## src/rtl/tap_delay_pkg.sv

```systemverilog
// Shared defaults and constant helpers for the tap delay line.
// Used by tap_delay_line and tap_delay_stage via import tap_delay_pkg::*.
package tap_delay_pkg;

   localparam int DEFAULT_WIDTH = 8;
   localparam int DEFAULT_DEPTH = 4;

   // Smallest n with 2**n >= value; usable in parameter defaults.
   function automatic int clog2(input int value);
      int result;
      result = 0;
      for (int i = 0; i < 31; i++) begin
         if ((1 << i) < value) result = i + 1;
      end
      return result;
   endfunction

endpackage

```

## src/rtl/tap_delay_stage.sv

```systemverilog
// One WIDTH-bit delay stage: async reset, load enable and synchronous clear.
// Clear has priority over load so a flush always wins inside a stage.
module tap_delay_stage
   import tap_delay_pkg::*;
#(
   parameter int WIDTH = DEFAULT_WIDTH
) (
   input  logic             clk,
   input  logic             rst_n,
   input  logic             i_en,
   input  logic             i_clr,
   input  logic [WIDTH-1:0] i_d,
   output logic [WIDTH-1:0] o_q
);

   logic [WIDTH-1:0] r_q;

   // NOTE: state is written with non-blocking assignments so every stage samples its neighbour's pre-edge value.
   always_ff @(posedge clk or negedge rst_n) begin
      if (!rst_n) begin
         r_q <= '0;
      end else if (i_clr) begin
         r_q <= '0;
      end else if (i_en) begin
         r_q <= i_d;
      end
   end

   assign o_q = r_q;

endmodule

```

## src/rtl/tap_delay_line.sv

```systemverilog
// Shift-register delay line with a selectable tap, valid flag and fill count.
// Build option: define TAP_DELAY_OUT_REG_EN to register dout/dout_valid (one extra cycle).
module tap_delay_line
   import tap_delay_pkg::*;
#(
   parameter int WIDTH = DEFAULT_WIDTH,
   parameter int DEPTH = DEFAULT_DEPTH,
   parameter int SEL_W = clog2(DEPTH)
) (
   input  logic             clk,
   input  logic             rst_n,
   input  logic             en,
   input  logic             flush,
   input  logic [WIDTH-1:0] din,
   input  logic [SEL_W-1:0] sel,
   output logic [WIDTH-1:0] dout,
   output logic             dout_valid,
   output logic [SEL_W:0]   fill
);

   localparam int                FILL_W   = SEL_W + 1;
   localparam logic [FILL_W-1:0] FILL_MAX = FILL_W'(DEPTH);
   localparam logic [FILL_W-1:0] FILL_ONE = FILL_W'(1);

   logic [WIDTH-1:0]  w_stage [DEPTH];
   logic [WIDTH-1:0]  w_tap;
   logic              w_tap_valid;
   logic [FILL_W-1:0] r_fill;

   // Flush with en set is flush-then-load: the head keeps loading din, the rest clear.
   for (genvar k = 0; k < DEPTH; k++) begin : g_stage
      logic [WIDTH-1:0] w_d;
      logic             w_clr;

      if (k == 0) begin : g_head
         assign w_d   = din;
         assign w_clr = flush & ~en;
      end else begin : g_body
         assign w_d   = w_stage[k-1];
         assign w_clr = flush;
      end

      tap_delay_stage #(
         .WIDTH (WIDTH)
      ) u_stage (
         .clk   (clk),
         .rst_n (rst_n),
         .i_en  (en),
         .i_clr (w_clr),
         .i_d   (w_d),
         .o_q   (w_stage[k])
      );
   end

   always_ff @(posedge clk or negedge rst_n) begin
      if (!rst_n) begin
         r_fill <= '0;
      end else if (flush) begin
         r_fill <= en ? FILL_ONE : '0;
      end else if (en && (r_fill != FILL_MAX)) begin
         r_fill <= r_fill + FILL_ONE;
      end
   end

   // NOTE: w_tap gets a default before the search loop so no latch is inferred and out-of-range selects read zero.
   always_comb begin
      w_tap = '0;
      for (int k = 0; k < DEPTH; k++) begin
         if (sel == SEL_W'(k)) w_tap = w_stage[k];
      end
   end

   // fill never exceeds DEPTH, so this also rejects out-of-range selects.
   assign w_tap_valid = ({1'b0, sel} < r_fill);

`ifdef TAP_DELAY_OUT_REG_EN
   logic [WIDTH-1:0] r_dout;
   logic             r_dout_valid;

   always_ff @(posedge clk or negedge rst_n) begin
      if (!rst_n) begin
         r_dout       <= '0;
         r_dout_valid <= 1'b0;
      end else if (flush) begin
         r_dout       <= '0;
         r_dout_valid <= 1'b0;
      end else begin
         r_dout       <= w_tap;
         r_dout_valid <= w_tap_valid;
      end
   end

   assign dout       = r_dout;
   assign dout_valid = r_dout_valid;
`else
   assign dout       = w_tap;
   assign dout_valid = w_tap_valid;
`endif

   assign fill = r_fill;

endmodule

```

## config.mk

```make
export PLATFORM = sky130hd
export DESIGN_NAME = tap_delay_line
export DESIGN_NICKNAME = d
export VERILOG_FILES = /design/src/rtl/tap_delay_pkg.sv /design/src/rtl/tap_delay_stage.sv /design/src/rtl/tap_delay_line.sv
export SDC_FILE = /design/constraint.sdc
export NUM_CORES = 1
export LEC_CHECK = 0
export CORE_UTILIZATION = 35
export CTS_CLUSTER_SIZE = 28
export DETAILED_ROUTE_END_ITERATION = 12
export SLEW_MARGIN = 20
export SYNTH_ARGS = -nofsm -noshare
export SYNTH_HDL_FRONTEND = slang
export SYNTH_SLANG_ARGS = --single-unit
export TNS_END_PERCENT = 1
```

## constraint.sdc

```tcl
create_clock -name clk -period 1.5 [get_ports clk]
set_input_delay 0.3 -clock clk [delete_from_list [all_inputs] [get_ports clk]]
set_output_delay 0.3 -clock clk [all_outputs]
set_load 0.03 [all_outputs]
```

==> results.sh <==
export IMPL_clock_sinks=35
export IMPL_yosysTopAreaCell="dfrtp_1"
export IMPL_drive_gt1_share_pct=31.22
export IMPL_worstRegToRegCells=5
export IMPL_fin_util_pct=51.86
export IMPL_report_final_slew_viol_count=0
export IMPL_synth_common_cells="dfrtp_1 (35), nor2_1 (26), mux2i_1 (25)"
export IMPL_hpwl_um=2384
export IMPL_post_synth_top_count_cell="dfrtp_1"
export IMPL_synth_top_area_share_pct=51.89
export IMPL_cts_tree="done"
export IMPL_place_gp_congestion=0.7550
export IMPL_ant_nets=0
export IMPL_io_pins=26
export IMPL_cp_arrival_ps=1320
export IMPL_die_h_um=71.45
export IMPL_syn_inst=138
export IMPL_ys_ff_latch=35
export IMPL_hold_viol=0
export IMPL_cts_root_buf="clkbuf_8"
export IMPL_relSlewSlack_pct=78.69
export IMPL_fin_tns_setup_ps=-878.0
export IMPL_grt_pass1_wl_um=6299
export IMPL_critical_path_cell_chain="dlygate4sd2_1, buf_12, ha_4, o21ai_2, a21o_1, buf_6"
export IMPL_portBuffers=25
export IMPL_grt_overflow_total=0
export IMPL_cp_top_family="buffers and inverters"
export IMPL_num_rows=24
export IMPL_cp_buffers_inverters=3
export IMPL_max_freq_ghz=0.6185
export IMPL_tightest_slew_ps=318.7
export IMPL_area_growth_synth_to_final_pct=38.40
export IMPL_antenna_found_initial=0
export IMPL_finalSetupViolations=9
export IMPL_grt_max_degree=36
export IMPL_ys_warn_count=0
export IMPL_via_per_inst=4.921
export IMPL_clk_latency_ps=280
export IMPL_synth_cell_types=23
export IMPL_stdcell_area_mm2=0.002336
export IMPL_ys_seq_area_share_pct=51.89
export IMPL_core_area_mm2=0.004504
export IMPL_slowest_delay_ps=260
export IMPL_power_density_mw_per_mm2=905.2
export IMPL_cp_max_fo=9
export IMPL_ys_async_sr_fraction_pct=100.0
export IMPL_failed_checks="negative setup slack"
export IMPL_insertedDiodeCount=0
export IMPL_dp_slack_ps=-881.8
export IMPL_syn_area_per_cell_um2=12.23
export IMPL_start_kind="input pin"
export IMPL_cp_slowest_cell="dlygate4sd2_1"
export IMPL_clock_skew_ps=9.505
export IMPL_dieArea_mm2=0.005104
export IMPL_hp_class="in -> async"
export IMPL_wire_per_inst_um=14.59
export IMPL_netlist_area_mm2=0.001688
export IMPL_grt_usage_pct=16.27
export IMPL_syn_nets=155
export IMPL_ctsLongestPathBuffers=2
export IMPL_drt_total_wl_um=3516
export IMPL_critical_path_depth=6
export IMPL_vias=1186
export IMPL_start_util_pct=37.47
export IMPL_clk_pin_slew_worst_paths_ps=60
export IMPL_end_kind="output port"
export IMPL_drt_initial_drc_count=41
export IMPL_cts_buffers=5
export IMPL_placed_area_mm2=0.002191
export IMPL_holdBufCountCts=0
export IMPL_synth_edff_count=0
export IMPL_crit_type="in -> out"
export IMPL_power_leakage_nw=1.155
export IMPL_status="complete, but fails checks"
export IMPL_first_global_vias=1328
export IMPL_synth_ff_type="dfrtp_1"
export IMPL_fin_ws_ps=-116.8
export IMPL_fillers=408
export IMPL_htreeDepth=2
export IMPL_period_needed_ps=1617
export IMPL_rsz0062_at_grt="yes"
export IMPL_fin_crit_sh_pct=107.8
export IMPL_yosys_top_cells_area="dfrtp_1 (52%), mux2i_1 (15%), mux4_2 (11%)"
export IMPL_die_w_um=71.45
export IMPL_worst_ep_required_time_ps=1200
export IMPL_maxCapViolCount=0
export IMPL_power_mw=2.115
export IMPL_ir_drop_uv=567.1
export IMPL_fin_nets=205
export IMPL_drc=0
export IMPL_first_pass_iters=4
kinds of logic after synthesis:
logic type      Yosys count  synth area share [%]
fa+ha+maj                 3                 2.224
simple gates             40                 10.23
flops                    35                 51.89
buf+inv                  13                 4.595
mux                      33                 25.50
compound gates           14                 5.560
per-layer routing:
metal | vias up | global-route usage [%] | share of wire (%)
li1 | 576 | - | -
met1 | 579 | 20.24 | 44
met2 | 23 | 26.98 | 50
met3 | 8 | 4.079 | 3.7
met4 | 0 | 7.111 | 1.9
met5 | - | 0 | 0
path summary, 6_finish.rpt:
| check | start | to | slack [ps] |
|---|---|---|---|
| max | sel[1] | dout_valid | -120 |
| min | rst_n | g_stage[3].u_stage.o_q[6]$_DFFE_PN0P_ | 390 |
| max reg2reg | fill[0]$_DFFE_PN0P_ | fill[1]$_DFFE_PN0P_ | 250 |
| min reg2reg | g_stage[3].u_stage.o_q[7]$_DFFE_PN0P_ | g_stage[3].u_stage.o_q[7]$_DFFE_PN0P_ | 530 |
| max in group asynchronous | rst_n | fill[1]$_DFFE_PN0P_ | 920 |
| min in group clk | en | fill[2]$_DFFE_PN0P_ | 410 |
worst register-to-register path: stages (launching register included):
cell and delay, ps:
dfrtp_1 370, inv_1 90, ha_1 250, a21boi_2 190
mux2i_1 200, nor2_1 50
sequential cells by signal (all words and copies together) (netlist names):
name and flops:
g_stage.u_stage.o_q 32, fill 3
placed cells by master (no fill, tap or decap), types with 5 or more instances in the layout:
cell type         n
dfrtp_1          34
nor2_1           26
mux2i_1          25
buf_4            22
clkdlybuf4s50_1  10
buf_6             9
mux4_2            8
nand2_1           6
buf_12            6
nand2b_1          5
o21ai_0           5
clkbuf_8          5
per-stage QoR:
step / cells / hold slack [ps]
after CTS: 239 / 389.0
final: 241 / 385.9
after floorplan: 138 / 4.409
after detailed placement: 230 / 515.8
after global placement: 230 / 497.9
after global routing: 241 / 398.0
final cells by class:
cell class	instances	area, µm²	area share, %
Sequential cell	35	877.1	37.55
Tap cell	52	65.06	2.785
Clock buffer	7	76.32	3.267
Inverter	3	11.26	0.4821
Clock inverter	1	5.005	0.2142
Timing Repair Buffer	53	550.5	23.57
Multi-Input combinational cell	90	750.7	32.14
where the power goes:
group / switching (mW) / internal (mW) / total [mW]
clock: 0.318 / 0.326 / 0.644
sequential: 0.0268 / 0.987 / 1.01
combinational: 0.221 / 0.236 / 0.457
total: 0.566 / 1.55 / 2.11
what timing repair did:
item | 4_1_cts | 5_1_grt
pin swaps | 2 | 0
endpoints found under the setup margin | 12 | 9
cloned | 1 | 0
endpoints found under the hold margin | 0 | 0
setup buffers | 0 | 2
resized for setup | 65 | 2
Power figures use the tool's default switching activity.
